$ cat config.mk
export PLATFORM = sky130hd
export DESIGN_NAME = spiflash_responder
export DESIGN_NICKNAME = d
export VERILOG_FILES = /design/src/rtl/spiflash_responder.sv
export SDC_FILE = /design/constraint.sdc
export NUM_CORES = 1
export LEC_CHECK = 0
export CORE_MARGIN = 1.5
export CORE_UTILIZATION = 52
export DETAILED_ROUTE_END_ITERATION = 8
export PLACE_DENSITY = 0.77
export SYNTH_ARGS = -nofsm -noshare
export SYNTH_HDL_FRONTEND = slang
export SYNTH_SLANG_ARGS = --single-unit
$ cat constraint.sdc
create_clock -name core_clk -period 2.1 [get_ports core_clk]
set_input_delay 0.315 -clock core_clk [delete_from_list [all_inputs] [get_ports core_clk]]
set_output_delay 0.315 -clock core_clk [all_outputs]
set_load 0.01 [all_outputs]
$ cat src/rtl/spiflash_responder.sv
// SPI mode-0 flash read responder: oversamples the SPI pins in the core_clk domain
// and streams bytes fetched through a one-deep prefetch buffer on a req/ack port.
module spiflash_responder #(
   parameter int         ADDR_W   = 24,
   parameter logic [7:0] CMD_READ = 8'h03,
   parameter logic [7:0] CMD_WAKE = 8'hAB,
   parameter logic [7:0] CMD_RST  = 8'hFF
) (
   input  logic              core_clk,
   input  logic              core_rstn,
   input  logic              flash_csb,
   input  logic              flash_clk,
   input  logic              flash_io0,
   output logic              flash_io1,
   output logic              flash_io1_oeb,
   output logic              mem_rd,
   output logic [ADDR_W-1:0] mem_addr,
   input  logic [7:0]        mem_rdata,
   input  logic              mem_ack,
   output logic              busy,
   output logic              cmd_err,
   output logic              underrun
);

   typedef enum logic [2:0] {IDLE, CMD, ADDR, DATA, IGNORE} state_t;

   state_t            state, state_nxt;
   logic [1:0]        csb_q, clk_q, io0_q;
   logic              clk_d;
   logic              csb_s, clk_s, io0_s, rise, fall;
   logic [4:0]        bit_cnt;
   logic [22:0]       sh_in;
   logic [7:0]        sh_out;
   logic [2:0]        out_cnt;
   logic [ADDR_W-1:0] byte_addr, start_addr, want_addr;
   logic [7:0]        buf_q, avail_data, cmd_byte;
   logic [23:0]       addr_full;
   logic              buf_vld, need_fetch, drop, avail, want;
   logic              bad_cmd, addr_done, load;

   // 2-FF synchronisers; csb resets high so busy starts low
   always_ff @(posedge core_clk or negedge core_rstn) begin
      if (!core_rstn) begin
         csb_q <= 2'b11;
         clk_q <= 2'b00;
         io0_q <= 2'b00;
         clk_d <= 1'b0;
      end else begin
         csb_q <= {csb_q[0], flash_csb};
         clk_q <= {clk_q[0], flash_clk};
         io0_q <= {io0_q[0], flash_io0};
         clk_d <= clk_q[1];
      end
   end

   assign csb_s      = csb_q[1];
   assign clk_s      = clk_q[1];
   assign io0_s      = io0_q[1];
   assign rise       = clk_s & ~clk_d;
   assign fall       = ~clk_s & clk_d;
   assign cmd_byte   = {sh_in[6:0], io0_s};
   assign addr_full  = {sh_in, io0_s};
   assign start_addr = addr_full[ADDR_W-1:0];

   always_ff @(posedge core_clk or negedge core_rstn) begin
      if (!core_rstn) state <= IDLE;
      else            state <= state_nxt;
   end

   always_comb begin
      state_nxt = state;
      bad_cmd   = 1'b0;
      addr_done = 1'b0;
      load      = 1'b0;
      case (state)
         IDLE: if (!csb_s) state_nxt = CMD;
         CMD: begin
            if (rise && bit_cnt == 5'd7) begin
               if (cmd_byte == CMD_READ) begin
                  state_nxt = ADDR;
               end else begin
                  state_nxt = IGNORE;
                  bad_cmd   = (cmd_byte != CMD_WAKE) && (cmd_byte != CMD_RST);
               end
            end
         end
         ADDR: begin
            if (rise && bit_cnt == 5'd23) begin
               state_nxt = DATA;
               addr_done = 1'b1;
            end
         end
         DATA:    load = fall && (out_cnt == 3'd0);
         default: ;
      endcase
      if (csb_s) begin
         state_nxt = IDLE;
         bad_cmd   = 1'b0;
         addr_done = 1'b0;
         load      = 1'b0;
      end
   end

   assign flash_io1_oeb = (state != DATA);
   assign flash_io1     = (state == DATA) & sh_out[7];
   assign busy          = ~csb_s;

   // An ack landing on the same cycle as the byte boundary still meets the deadline
   assign avail      = buf_vld | (mem_rd & mem_ack & ~drop);
   assign avail_data = buf_vld ? buf_q : mem_rdata;
   assign want       = addr_done | load | need_fetch;
   assign want_addr  = addr_done ? start_addr :
                       load      ? byte_addr + ADDR_W'(1) : byte_addr;

   always_ff @(posedge core_clk or negedge core_rstn) begin
      if (!core_rstn) begin
         bit_cnt    <= '0;
         sh_in      <= '0;
         sh_out     <= '0;
         out_cnt    <= '0;
         byte_addr  <= '0;
         buf_q      <= '0;
         buf_vld    <= 1'b0;
         need_fetch <= 1'b0;
         drop       <= 1'b0;
         mem_rd     <= 1'b0;
         mem_addr   <= '0;
         cmd_err    <= 1'b0;
         underrun   <= 1'b0;
      end else begin
         cmd_err  <= bad_cmd;
         underrun <= 1'b0;

         if (state_nxt != state)                     bit_cnt <= '0;
         else if (rise && (state == CMD || state == ADDR)) bit_cnt <= bit_cnt + 5'd1;
         if (rise && (state == CMD || state == ADDR)) sh_in <= {sh_in[21:0], io0_s};

         if (mem_rd && mem_ack) begin
            mem_rd <= 1'b0;
            drop   <= 1'b0;
            if (!drop) begin
               buf_q   <= mem_rdata;
               buf_vld <= 1'b1;
            end
         end

         if (state == DATA && fall && !csb_s) begin
            out_cnt <= out_cnt + 3'd1;
            if (!load) sh_out <= {sh_out[6:0], 1'b0};
         end

         // Byte boundary: a missed deadline sends FF, skips that address and
         // discards the in-flight read when it eventually returns
         if (load) begin
            sh_out    <= avail ? avail_data : 8'hFF;
            buf_vld   <= 1'b0;
            byte_addr <= byte_addr + ADDR_W'(1);
            if (!avail) begin
               underrun <= 1'b1;
               if (mem_rd && !mem_ack) drop <= 1'b1;
            end
         end

         if (addr_done) begin
            byte_addr <= start_addr;
            out_cnt   <= '0;
            buf_vld   <= 1'b0;
         end

         if (want) begin
            if (!mem_rd) begin
               mem_rd     <= 1'b1;
               mem_addr   <= want_addr;
               need_fetch <= 1'b0;
            end else begin
               need_fetch <= 1'b1;
            end
         end

         if (state == IDLE) begin
            buf_vld    <= 1'b0;
            need_fetch <= 1'b0;
            if (mem_rd && !mem_ack) drop <= 1'b1;
         end
      end
   end

endmodule

; ---- Word-level counts from Yosys, hierarchy flattened
; Index checks and enable logic that the tools add are counted.
[totals]
register_bits = 111
latch_bits = 0
ramBits = 0
rom_bits = 0
output_inout_bits = 30
word_cells = 110
mem_count = 0
[op_classes]
n_addsub = 3
multipliers = 0
n_div = 0
n_lt_le_gt_ge = 0
eq_ne = 11
shifts = 0
mux = 43
bitwise_logic = 13
reduce_logical = 22
[ops]
columns = operator, n
row1 = $mux 24, 2
row2 = $mux 8, 4
row3 = $mux 1, 28
row4 = $add 24x1->24 const B, 1
row5 = $mux 3, 6
row6 = $ne 8x8->1 const B, 2
row7 = $mux 5, 2
row8 = $logic_and 1x1->1, 9
row9 = $pmux 3 s3, 1
row10 = $eq 8x2->1 const B, 1
row11 = $reduce_bool 2->1, 4
row12 = $eq 3x2->1 const B, 2
row13 = $logic_not 3->1, 2
row14 = $reduce_and 2->1, 3
row15 = $add 5x1->5 const B, 1
row16 = $and 1x1->1, 5
row17 = $eq 5x3->1 const B, 1
row18 = $eq 5x5->1 const B, 1
row19 = $not 1->1, 5
row20 = $ne 4x1->1 const B, 1
row21 = $reduce_bool 4->1, 1
row22 = $add 3x1->3 const B, 1
row23 = $eq 3x1->1 const B, 1
row24 = $ne 3x2->1 const B, 1
row25 = 4 further kinds, 7

; ---- Longest topological paths before layout
[logic_depth]
depth_word = 10
depth_mapped = 8

; ---- Worst setup path after synthesis
; No wires, ideal clock.
[synth_path]
kind = reg2reg
startpoint = reg out_cnt[0]
endpoint = reg mem_addr[8]
setup_ps = 128
arrival_ps = 2093
path_slack_ps = -120
stages_incl_launch_ff = 8
path_buffers = 0
period_less_slack_ps = 2220
path_cell_list = dfrtp_1 -> inv_1 -> ha_1 -> or4b_4 -> nor4_4 -> xnor2_1 -> a21oi_2 -> mux2_1
[synth_via]
elab_cells_between_ends = 9
cone_classes = 4 x mux / 2 x bitwise / 3 x reduce/logical
[synth_lines]
columns = item, line
row1 = "start, declared", 34  ; logic [2:0] out_cnt;
row2 = "start signal, assigned", 148  ; out_cnt <= out_cnt + 3'd1;
row3 = $logic_not 3->1, 93  ; DATA: load = fall && (out_cnt == 3'd0);
row4 = $logic_and 1x1->1, 93
row5 = $mux 1, 75  ; case (state)
row6 = $mux 1, 96  ; if (csb_s) begin
row7 = $mux 24 (2 in series), n/a
row8 = via want_addr[8], 35  ; logic [ADDR_W-1:0] byte_addr, start_addr, want_addr;
row9 = "end signal, assigned", 173  ; mem_addr <= want_addr;
row10 = "end, declared", 17  ; output logic [ADDR_W-1:0] mem_addr,
; The timed path passes the listed nets, and every way through them passes these cells.
; A chain may end at the register's enable or synchronous reset.

; ---- Worst setup path in the final report
[layout_path]
startpoint = reg out_cnt[0]
endpoint = reg mem_addr[22]
[layout_via]
elab_chain_len = 7
elab_cells_between_ends = 9
cone_classes = 4 x mux / 2 x bitwise / 3 x reduce/logical
[layout_rtl]
columns = item, line
row1 = $logic_not 3->1 (*), 93
row2 = $logic_and 1x1->1 (*), 93
row3 = $mux 1 (*), 75
row4 = $mux 1 (*), 96
row5 = $or 1x1->1 (2 in series), 111  ; assign want = addr_done | load | need_fetch;
row6 = $reduce_and 2->1 (no source line), n/a
; Every way passes the cells marked *; elsewhere a longest branch is shown, timed or not.

==> results.md <==
- Complex-gate fraction of the synthesized area: 9.22%
- Worst slew pin tran: 0.575 ns
- Post-synth ARST share: 100%
- Critical Path Source Type: register
- Clk_skew: about 0.013 ns
- Syn_nets: 508
- Final #Nets: 581
- Number of fill cells in the layout: a little over 700
- Worst VDD drop: 0.000413 V
- Vias per cell: 5.65
- Int Power: 2.89 mW
- RSZ-0062 raised after global routing: yes
- Vias in the first global route: 4008
- Syn_area_per_cell: between 10 and 15 um^2
- Leak: 2.88 nW
- Largest family of logic cells by synthesized area: simple AND/OR/NAND/NOR gates
- CTS buffer count: 9
- DP Cell Count: 673
- NetSw: 0.995 mW
- Fin crit share: 100%
- Post-synthesis sequential element count: 111
- Via count: roughly 3900
- Hold Crit Class: in2reg
- Warnings from Yosys: 0
- Crit end category: register
- CTS sink cnt: 111
- Mux cell area share after synthesis: slightly below 7%
- Reg power frac: 60.4%
- Failing checks: setup timing
- Mapped Cells: 490
- Max Clock Freq: 475 MHz
- Dpl cell area: 5900 um^2
- Hold Startpoint: flash_csb
- Port buffer count: 43
- Fin. max-slew vios: 0
- TNS Setup: -0.00386 ns
- GR peak layer: met2
- CTS tree: done
- Clock share of power: between 30% and 40%
- Reg-to-reg endpoint: mem_addr[22]
- H-tree levels: 3
- Total GRT Usage: 23.9%
- PD cells: 617 nW/um^2
- Final Setup Violations: 1
- Residual DRC: 0
- Synth Flop Type: dfrtp_1
- Placer Congestion: 0.862
- Critical path arrival: 2.40 ns
- DP Worst Slack: -0.0830 ns
- Grt met3 use: 3.49%
- Adder-cell area share of the yosys netlist: less than 1%
- CTS root buf: clkbuf_8
- Combinational power share: 8.0%
- # diodes: 0
- Largest net degree at the start of global routing: 44
- WHS Path Cells: 1
- Reg2reg setup slack: -0.004 ns
- Initial DRC count: 207
- R2r worst-path depth: 8
- Std cell rows: 35
- Setup ws final: -0.00386 ns
- DIE AREA: 10400 um^2
- Layout cells sized above 1: 20.8%
- Initial Util: 54.2%
- Register Area: 2780 um^2
- Seq/Total Area, Yosys: 54.8%
- Commonest non-fill, non-tap cells in the layout: 109 x dfrtp_1, 59 x nand2_1, 44 x nor2_1
- Xor/xnor share of the synthesized area: a little under 5%
- Post-DR wirelength/cell: 16.6 um
- Sw Ratio: 25.6%
- I/O pins: 44
- First-pass GRT wire length: 19300 um
- Worst slew margin: 61.7%
- M2 GR Usage: 39.2%
- Core area: 9370 um^2
- Grt met1 use: 32.4%
- Area grow syn2layout: 23.9%
- Worst R2R Start: out_cnt[0]
- Chip Width: 102 um
- Post-synth EDFFs: 0
- Final min period: 2.10 ns
- Design area: between 6000 and 7000 um^2
- Initial antenna violation count: 0
- Peak fanout along the critical path: 8
- Commonest non-fill, non-tap cell in the layout: dfrtp_1
- Clk_lat worst skew: 0.37 ns
- Max Cap Viol: 0
- Final Hold Vio Count: 0
- Multi-input combinational cell area: 2290 um^2
- Final hold slack: 0.353 ns
- Hold Path End: csb_q[0]
- Layout Cells excl Fill: 697
- CP required: ~2.4 ns
- Post-Synth Simple-Gate Area: 20.6%
- ANT nets after route: 0
- Post-detail-place hpwl: between 7000 and 8000 um
- Power, Total: between 3 and 4 mW
- Total grt overflow: 0
- Status: finished with violations
- Chip height: 102 um
- CTS max path bufs: 2
- Fin util: 67.1%
- Mapped Area: 5080 um^2
- Count of cell types in the netlist: 47
- First-pass iteration count of the detailed router: 4
- Clk slew on worst S/H paths: 0.11 ns
- Critical path class: reg2reg
- Routed WL: 11600 um
-- synth_stat cells, types with 2 or more instances --
library cell | count | area (um^2)
dfrtp_1 | 109 | 2730
nand2_1 | 61 | 229
nor2_1 | 45 | 169
a21oi_1 | 30 | 150
nand3_1 | 30 | 150
mux2_2 | 28 | 315
nor3_1 | 23 | 115
clkbuf_1 | 22 | 82.6
xor2_1 | 19 | 166
o211ai_1 | 15 | 113
inv_1 | 11 | 41.3
nand4_1 | 9 | 56.3
o21ai_0 | 9 | 45.0
xnor2_1 | 9 | 78.8
nor2b_1 | 8 | 50.1
and3_1 | 7 | 43.8
o31ai_1 | 5 | 37.5
ha_1 | 4 | 50.1
o21a_1 | 4 | 30.0
a211oi_1 | 3 | 22.5
and4_1 | 3 | 26.3
nand3b_1 | 3 | 22.5
or4_1 | 3 | 22.5
and4b_1 | 2 | 20.0
dfstp_2 | 2 | 52.6
mux2i_1 | 2 | 20.0
nand4b_1 | 2 | 17.5
nor4_1 | 2 | 12.5
nor4_4 | 2 | 42.5
-- power by group through the flow --
stage	registers [mW]	clock network [mW]	logic, mW
after detailed placement	2.39	0	0.284
final	2.35	1.23	0.310
after floorplan	2.36	0	0.135
after CTS	2.35	1.26	0.293
after global routing	2.36	1.35	0.341
after global placement	2.38	0	0.274
-- worst max-delay path, cell delays in order, from the launching register on --
cell and delay (ns):
dfrtp_1 0.40, inv_2 0.09, ha_4 0.13, or4b_4 0.54, nor4_4 0.17, buf_6 0.19, nand3_1 0.13, xor2_2 0.19
o211ai_1 0.19
-- timing repair --
action / 4_1_cts / 5_1_grt
setup buffers: 0 / 7
pin swaps: 4 / 16
endpoints found under the hold margin: 28 / 0
hold buffers: 1 / 0
gates resized for setup: 8 / 21
endpoints found under the setup margin: 29 / 47
-- sequential cells by signal, summed over array words and instances, names as in the netlist, 2 cells and up --
| register | cells |
|---|---|
| bit_cnt | 5 |
| buf_q | 8 |
| byte_addr | 24 |
| clk_q | 2 |
| csb_q | 2 |
| io0_q | 2 |
| mem_addr | 24 |
| out_cnt | 3 |
| sh_in | 23 |
| sh_out | 8 |
| state | 3 |
-- cell families after synthesis --
family                     after synthesis
and+or+nand+nor                        207
xor gates and xnor gates                28
buffers and inverters                   36
DFF                                    111
muxes                                   31
AOI/OAI and AO/OA                       73
adders and majority gates                4
-- how the worst max path moves through the flow --
stage / endpoint / start
finish: mem_addr[22] / out_cnt[0]
CTS: mem_addr[8] / out_cnt[0]
global route: mem_addr[18] / out_cnt[0]
global placement: mem_addr[21] / out_cnt[0]
detailed placement: mem_addr[23] / out_cnt[0]
floorplan: mem_addr[23] / out_cnt[0]
-- cell type report --
class | count | share of cell area, %
clock buffers | 10 | 2.19
inverters | 12 | 0.716
multi-input cells | 343 | 36.4
clock inverters | 6 | 0.815
flip-flops and latches | 111 | 44.2
well taps | 129 | 2.57
repair buffers | 86 | 13.1
-- layer usage --
metal  routed length [um]  part of all wire (%)
met4                  230                   2.0
met5                    0                     0
met3                  547                   4.7
met1                 5160                    45
met2                 5630                    49
Power figures use the tool's default switching activity.
